## src/rtl/weight_load_ctrl.sv

```systemverilog
// Weight buffer reload sequencer: streams TOTAL twiddle words from ROM, highest address first,
// into a shift-in weight buffer so that address 0 ends up in the lowest slot.
module weight_load_ctrl #(
    parameter int NPOINT = 3,
    parameter int WIDTH  = 16,
    localparam int TOTAL  = NPOINT * (2 ** (NPOINT - 1)),
    localparam int ADDR_W = ($clog2(TOTAL) < 1) ? 1 : $clog2(TOTAL)
) (
    input  logic              clk,
    input  logic              rst,
    input  logic              start,
    input  logic              stall,
    output logic              rom_en,
    output logic [ADDR_W-1:0] rom_addr,
    input  logic [WIDTH-1:0]  rom_data_real,
    input  logic [WIDTH-1:0]  rom_data_imag,
    output logic              din_weight_valid,
    output logic [WIDTH-1:0]  din_weight_real,
    output logic [WIDTH-1:0]  din_weight_imag,
    output logic              busy,
    output logic              done,
    output logic              loaded
);

    typedef enum logic [1:0] {StIdle, StFetch, StDrain, StDone} state_e;

    localparam logic [ADDR_W-1:0] AddrLast = ADDR_W'(TOTAL - 1);

    state_e             state_q;
    logic               rom_en_q;
    logic [ADDR_W-1:0]  rom_addr_q;
    logic               dv_q;
    logic [WIDTH-1:0]   dr_q;
    logic [WIDTH-1:0]   di_q;
    logic               busy_q;
    logic               done_q;
    logic               loaded_q;

    // rom_addr_q doubles as the issue counter: it always holds the last issued address,
    // so the load ends when address 0 has been issued and can never wrap.
    always_ff @(posedge clk) begin
        if (rst) begin
            state_q    <= StIdle;
            rom_en_q   <= 1'b0;
            rom_addr_q <= '0;
            dv_q       <= 1'b0;
            dr_q       <= '0;
            di_q       <= '0;
            busy_q     <= 1'b0;
            done_q     <= 1'b0;
            loaded_q   <= 1'b0;
        end else begin
            rom_en_q <= 1'b0;
            done_q   <= 1'b0;
            dv_q     <= rom_en_q;
            if (rom_en_q) begin
                dr_q <= rom_data_real;
                di_q <= rom_data_imag;
            end
            unique case (state_q)
                StIdle: begin
                    if (start) begin
                        state_q    <= StFetch;
                        rom_en_q   <= 1'b1;
                        rom_addr_q <= AddrLast;
                        busy_q     <= 1'b1;
                        loaded_q   <= 1'b0;
                    end
                end
                StFetch: begin
                    if (rom_en_q && (rom_addr_q == '0)) begin
                        state_q <= StDrain;
                    end else if (!stall) begin
                        rom_en_q   <= 1'b1;
                        rom_addr_q <= rom_addr_q - ADDR_W'(1);
                    end
                end
                StDrain: begin
                    state_q  <= StDone;
                    busy_q   <= 1'b0;
                    done_q   <= 1'b1;
                    loaded_q <= 1'b1;
                end
                StDone: begin
                    state_q <= StIdle;
                end
                default: begin
                    state_q <= StIdle;
                end
            endcase
        end
    end

    assign rom_en           = rom_en_q;
    assign rom_addr         = rom_addr_q;
    assign din_weight_valid = dv_q;
    assign din_weight_real  = dr_q;
    assign din_weight_imag  = di_q;
    assign busy             = busy_q;
    assign done             = done_q;
    assign loaded           = loaded_q;

endmodule

```

## config.mk

```make
export PLATFORM = sky130hd
export DESIGN_NAME = weight_load_ctrl
export DESIGN_NICKNAME = d
export VERILOG_FILES = /design/src/rtl/weight_load_ctrl.sv
export SDC_FILE = /design/constraint.sdc
export NUM_CORES = 1
export LEC_CHECK = 0
export ABC_CLOCK_PERIOD_IN_PS = 1740
export CORE_AREA = 2 2 80 59
export DETAILED_ROUTE_END_ITERATION = 10
export DIE_AREA = 0 0 82 61
export GPL_ROUTABILITY_DRIVEN = 0
export MAX_ROUTING_LAYER = met4
export PLACE_DENSITY = 0.9
export SETUP_SLACK_MARGIN = 0.5
export SLEW_MARGIN = 40
export SYNTH_ARGS = -nofsm -noshare
export SYNTH_HDL_FRONTEND = slang
export SYNTH_SLANG_ARGS = --single-unit
```

## constraint.sdc

```tcl
create_clock -name clk -period 1.74 [get_ports clk]
set_input_delay 0.174 -clock clk [delete_from_list [all_inputs] [get_ports clk]]
set_output_delay 0.174 -clock clk [all_outputs]
set_load 0.01 [all_outputs]
```

# Word level (Yosys, flattened, before mapping)
# Cells that the tools add are included.
# totals
mem_count,0
reg_bits,43
rom_bits,0
ramBits,0
latchBits,0
inputBits,36
wordCells,41
# classes
n_mul,0
div,0
magnitude_cmp,0
n_shift,0
mux,16
n_eq_ne,7
reduce_logical,8
bitwise,0
addsub,1
# op_table
cell,count
4-bit 2-to-1 mux,3
"2-bit inequality test, second input constant",4
2-bit one-hot mux with 4 select lines,1
4-bit one-hot mux with 2 select lines,1
1-bit 2-to-1 mux,6
1-bit one-hot mux with 2 select lines,3
"2-bit equality test, second input constant",2
4-bit logical NOT,1
2-bit 2-to-1 mux,2
2-bit AND reduction,2
4-bit AND reduction,1
2-bit nonzero test,2
"4-bit by 1-bit subtractor with 4-bit output, second input constant",1
"2-bit by 1-bit equality test with 1-bit output, second input constant",1
2-bit logical NOT,1
1-bit logical AND,1

# Logic depth before layout (Yosys ltp)
# Gate-level depths: netlist of the first run.
# logic_depth
depth_word,4
depth_mapped,6
depth_no_buf,5

# Worst setup path after synthesis of the first run
# No wires, ideal clock.
# synth_timing
path_type,register to register
start,register rom_addr_q[0] (netlist: rom_addr[0])
end,register rom_addr_q[1] (netlist: rom_addr[1])
arrival_ns,1.282
path_slack_ns,0.337
stages_incl_launch_ff,7
n_path_buf,1
cell_sequence,dfxtp_1 inv_1 ha_1 nand4bb_1 buf_2 and3_1 o311a_1
# synth_between
elab_chain_cells,4
# synth_rtl
element,line,rtl
start: declaration,31,logic [ADDR_W-1:0] rom_addr_q;
start signal: assignment,65,rom_addr_q <= AddrLast;
start signal: assignment,75,rom_addr_q <= rom_addr_q - ADDR_W'(1);
4-bit by 1-bit subtractor with 4-bit output or 4-bit logical NOT (tied branches),"75, 71",
4-bit 2-to-1 mux or 1-bit logical AND (tied branches),"73, 71",
4-bit 2-to-1 mux or 2-bit inequality test (tied branches),--,
4-bit one-hot mux with 2 select lines or 4-bit AND reduction (tied branches),--,
# Parallel ways exist; a longest one is shown, timed or not. The select of a mux whose other input is x is not followed.
# A chain may end at the register's enable or synchronous reset.

# Worst setup path after layout of the first run
# Same ends and word-level chain as after synthesis.

==> qor.yml, run 1 <==
antenna_cells: 0
slowest_delay_ps: 370
overflow: 0
clock_sinks: 43
outcome: "complete, no violations"
hold_path_depth: 2
p_leak_nw: 1.24
reg2reg_depth: 5
final_nets: 293
maxCapViolCount: 0
cts.clk_slew.worst_paths_ps: 80
tightest_slew_ps: 368
synth_cell_type_count: 29
period_needed_ps: 1300
place_area_um2: 2550
mostFrequentLayoutCell: "dlygate4sd2_1"
place_ws_ps: 236
finalSetupViolCount: 0
final-max-slew-violation-count: 0
insertion_delay_ps: 280
synthCells: 168
numCtsBuffers: 5
timing.final.crit_share_pct: 74.8
yosysWarnings: 0
timing.fmax_ghz: 0.768
drtIter0Drc: 17
port_buffers: 76
hp-class: "flip-flop to flip-flop"
mostFrequentLayoutCells: "40 x dlygate4sd2_1, 38 x dfxtp_1, 35 x nor2_1, 35 x clkdlybuf4s50_1, 33 x mux2i_1"
ir_drop_mv: 0.756
finish.instance_area_um2: 2750
setup.worst_path.start_class: "flip-flop"
track_usage_pct: 17.2
ios: 77
rsz0062_at_grt: "yes"
clk_path_buf_depth: 2
antenna_found_initial: 0
tns_ps: 0
yosysSeqAreaShare_pct: 50.8
grt_pass1_vias: 1444
seqCellArea_um2: 880
crit_fanout: 5
totalPowerFinal_w: 0.00357
powerDensity_nw_per_um2: 1300
vias_per_cell: 4.88
dp_hpwl_um: 2870
multi_input_area_um2: 873
finalWorstSetupSlack_ps: 438
drt-total-wl_um: 4150
cp_cell_sequence: "inv_4, ha_4, nand4bb_4, and3_4, o311a_1"
drt-pass1-iter-count: 4
rows: 20
drtAntennaViolNets: 0
cp-end-kind: "flip-flop"
die_w_um: 82
grt_start_max_net_pins: 26
netlist_area_um2: 1690
crit_type: "flip-flop to flip-flop"
dp_cells: 293
synth_area_per_cell_um2: 10.1
finalHoldViolCount: 0
syn_to_final_growth_pct: 62.2
cts_root_buf: "clkbuf_8"
ctsHtreeMaxLevel: 2
slowest_stage: "dfxtp_4"
num-fill-cells: 354
cp.arrival_ps: 1480
core_um2: 4200
die_h_um: 61
required_ps: 1920
ys_seq_elements: 43
syn-num-nets: 209
drc_errors: 0
skew_ps: 6.79
layout-drive-gt1-share_pct: 16.2
num_vias: 1503
start_util_pct: 40.3
stdcell_count: 308
tritoncts: "done"
grt_pass1_wl_um: 6360
maxSlewHeadroom_pct: 75.2
die_area_um2: 5000
detail_route.wl_per_cell_um: 13.5
synthesized netlist by cell type:
master / count / area share [%]
mux2_2: 1 / 0.67
nor2_1: 36 / 8.0
ha_1: 5 / 3.7
nand4bb_1: 1 / 0.67
nand2b_1: 2 / 0.74
a21oi_1: 3 / 0.89
o311a_1: 1 / 0.59
buf_4: 1 / 0.44
nand4_1: 1 / 0.37
o21a_1: 1 / 0.44
a21boi_0: 1 / 0.44
and3_1: 1 / 0.37
nor4b_1: 1 / 0.52
nand2_1: 5 / 1.1
inv_1: 7 / 1.6
buf_2: 5 / 1.5
a41oi_1: 1 / 0.52
a32oi_1: 1 / 0.52
mux2i_1: 33 / 20
nor2b_1: 4 / 1.5
clkbuf_1: 4 / 0.89
o21ai_0: 2 / 0.59
o211a_1: 1 / 0.59
nor3_1: 1 / 0.30
dfxtp_1: 43 / 51
a311oi_1: 2 / 1.0
a211o_1: 1 / 0.52
and4_1: 1 / 0.52
nor4_1: 2 / 0.74
power breakdown:
part	internal, W	switching (W)	total, W	leakage [nW]
registers	0.00121	0.000155	0.00136	0.355
logic	0.000817	0.000712	0.00153	0.834
clock network	0.000362	0.000316	0.000678	0.0515
total	0.00238	0.00118	0.00357	1.24
worst max-delay path: cells and delay by family (launching register included):
kind,cells,cell delay [ps]
simple gates,2,330
fa+ha+maj,1,150
flops,1,370
compound gates,1,270
buf+inv,1,70
stage by stage:
stage	util (%)	hold WS, ps
6_report	65.3	487
2_1_floorplan	-	311
3_5_place_dp	60.6	476
5_1_grt	65.3	512
3_3_place_gp	60.6	461
4_1_cts	63.5	494
routing by layer:
metal / wire length (um) / vias to the layer above / GRT usage (%)
li1: - / 749 / -
met1: 1900 / 699 / 21.4
met2: 1910 / 51 / 27.9
met3: 310 / 4 / 5.51
met4: 23 / 0 / 2.86
met5: 0 / - / -
registers in the layout, indices dropped and copies added (netlist names):
register / flops
done: 1
busy: 1
din_weight_imag: 16
din_weight_real: 16
rom_addr: 4
state_q: 2
rom_en: 1
loaded: 1
din_weight_valid: 1
final timing paths:
| check | endpoint | start | slack, ps |
|---|---|---|---|
| min | din_weight_imag[3] | din_weight_imag[3] | 490 |
| max | rom_addr[1] | rom_addr[0] | 440 |
| max reg2reg | rom_addr[1] | rom_addr[0] | 440 |
| min reg2reg | din_weight_imag[3] | din_weight_imag[3] | 490 |
area by class of cell:
| class | instances | share of cell area (%) |
|---|---|---|
| repair buffers | 86 | 28.7 |
| multi-input cells | 109 | 31.8 |
| well taps | 55 | 2.51 |
| clock buffers | 8 | 3.64 |
| inverters | 7 | 1.32 |
| flip-flops and latches | 43 | 32.0 |
cell families (layout without fill, tap and decap cells):
family	after synthesis	in the layout	synth area share, %
AOI/OAI and AO/OA	14	14	6.14
muxes	34	34	20.2
and+or+nand+nor	55	56	14.8
adders and majority gates	5	5	3.70
DFF	43	43	50.9
buffers and inverters	17	101	4.36
repair_timing:
item,in CTS,in global routing
buffers inserted,2,4
gates cloned,0,1
gates resized for setup,54,11
pin swaps,2,5
hold buffers,0,0
setup endpoints to repair,49,19
Note: power is estimated with default switching activity, not from simulation.
==> run 2: changes to the inputs <==
- ABC_CLOCK_PERIOD_IN_PS: 1740 -> 1400
- clock period: 1.74 -> 1.4 ns (I/O delays scaled with it)
==> run 2 against run 1 <==
  * Clock-buffer cell count unchanged
  * Sequential cell count unchanged
  * First-iteration DRC count increased to 2.6 times the previous value
  * Highest routed layer unchanged
==> qor.yml, run 2 (synthesis results as in run 1) <==
dp_cells: 297  # +1.4%
tightest_slew_ps: 356  # -12.2 ps
final_nets: 310  # +5.8%
port_buffers: 76  # unchanged
reg2reg_depth: 6  # +1
antenna_found_initial: 0  # unchanged
reg2reg_slack_ps: 10  # -430 ps
finalSetupViolCount: 0  # unchanged
drtIter0Drc: 44  # +27
mostFrequentLayoutCells: "42 x buf_6, 37 x dfxtp_2, 35 x nor2_1, 35 x clkdlybuf4s50_1, 31 x mux2i_1"
cts_root_buf: "clkbuf_8"
finalHoldViolCount: 0  # unchanged
p_leak_nw: 1.35  # +8.8%
cts.clk_slew.worst_paths_ps: 80  # about the same
reg2reg_from: "rom_addr[1]"
maxCapViolCount: 0  # unchanged
start_util_pct: 40.3  # unchanged
track_usage_pct: 21.4  # +4.2 points
seqCellArea_um2: 926  # +5.3%
period_needed_ps: 1390  # +85.8 ps
drt-pass1-iter-count: 4  # unchanged
final-max-slew-violation-count: 0  # unchanged
drtAntennaViolNets: 0  # unchanged
num_vias: 1641  # +9.2%
place_ws_ps: 31.5  # -204 ps
ir_drop_mv: 1.17  # +55%
totalPowerFinal_w: 0.00550  # +54%
setup.worst_path.end: "rom_addr[1]"
drc_errors: 0  # unchanged
cp-startpoint: "rom_addr[1]"
clock_sinks: 43  # unchanged
overflow: 0  # unchanged
stdcell_count: 325  # +5.5%
detail_route.wl_per_cell_um: 16.9  # +26%
num-fill-cells: 280  # -21%
setup.worst_path.start_class: "flip-flop"
timing.fmax_ghz: 0.721  # -6.2%
die_h_um: 61  # unchanged
insertion_delay_ps: 290  # about the same
cp-end-kind: "flip-flop"
rsz0062_at_grt: "yes"
die_w_um: 82  # unchanged
grt_pass1_vias: 1546  # +7.1%
rows: 20  # unchanged
die_area_um2: 5000  # unchanged
outcome: "complete, no violations"
ios: 77  # unchanged
drt-total-wl_um: 5500  # +33%
layout-drive-gt1-share_pct: 53.3  # +37 points
powerDensity_nw_per_um2: 1710  # +32%
mostFrequentLayoutCell: "buf_6"
hp-class: "primary input to flip-flop"
tritoncts: "done"
ctsHtreeMaxLevel: 2  # unchanged
clk_path_buf_depth: 2  # unchanged
timing.final.crit_share_pct: 99.1  # +24 points
whs_ps: 458  # -29.8 ps
maxSlewHeadroom_pct: 76.2  # +0.97 points
dp_hpwl_um: 2910  # +1.5%
multi_input_area_um2: 930  # +6.4%
skew_ps: 9.75  # +2.96 ps
r2r_end: "rom_addr[1]"
core_um2: 4200  # unchanged
cp.arrival_ps: 1570  # +90 ps
syn_to_final_growth_pct: 89.7
crit_type: "flip-flop to flip-flop"
crit_fanout: 8  # +3
grt_start_max_net_pins: 21  # -19%
grt_pass1_wl_um: 7570  # +19%
required_ps: 1580  # -340 ps
vias_per_cell: 5.05  # +3.5%
antenna_cells: 0  # unchanged
finalWorstSetupSlack_ps: 12.4  # -426 ps
numCtsBuffers: 5  # unchanged
run 2: changes by cell type in the layout (fill, tap and decap cells not counted), moves of 4 or more:
cell and delta:
buf_6 +40, dlygate4sd2_1 -40, dfxtp_1 -37, dfxtp_2 +37, buf_2 +10, buf_16 +5
buf_12 +4
run 2: worst min path at each step:
stage	start	endpoint	cells after the start
CTS	rom_data_real[13]	din_weight_real[13]	3
global placement	state_q[1]	state_q[1]	2
finish	rom_data_imag[0]	din_weight_imag[0]	3
detailed placement	din_weight_real[3]	din_weight_real[3]	2
global route	rom_data_imag[3]	din_weight_imag[3]	3
floorplan	start	rom_en	2
run 2: cell type report:
class / count / share of cell area [%]
Sequential cell: 43 / 28.8
Inverter: 7 / 1.13
Clock buffer: 8 / 3.12
Tap cell: 55 / 2.14
Multi-Input combinational cell: 108 / 28.9
Timing Repair Buffer: 104 / 35.8
run 2: routing by layer:
| layer | vias to the layer above | track usage, % | wire length [um] |
|---|---|---|---|
| met5 | - | - | 0 |
| met4 | 0 | 6.19 | 55 |
| met3 | 9 | 5.95 | 350 |
| met2 | 65 | 36.4 | 2890 |
| met1 | 788 | 25.0 | 2200 |
| li1 | 779 | - | - |
run 2: timing repair:
action,4_1_cts,5_1_grt
setup endpoints to repair,82,78
gates resized for setup,217,61
hold buffers,0,0
gates cloned,4,0
buffers inserted,9,7
pin swaps,5,11
run 2: power breakdown:
group	internal, W	switching, W
sequential	0.00154	0.000199
clock	0.000450	0.000404
combinational	0.00169	0.00122
total	0.00368	0.00182
run 2: worst max-delay path, cell delays in order (launching register included):
cell and delay, ps:
dfxtp_4 370, inv_4 60, ha_4 120, nand4bb_1 110
buf_6 160, and3_4 150, o311a_1 290
run 2: per-stage QoR:
stage	area (um^2)	setup TNS (ps)	utilization, %
finish	3210	0	76.4
global route	3210	-15.7	76.4
CTS	2860	0	68.0
detailed placement	2630	0	62.6
global placement	2630	0	62.6
floorplan	1810	0	-
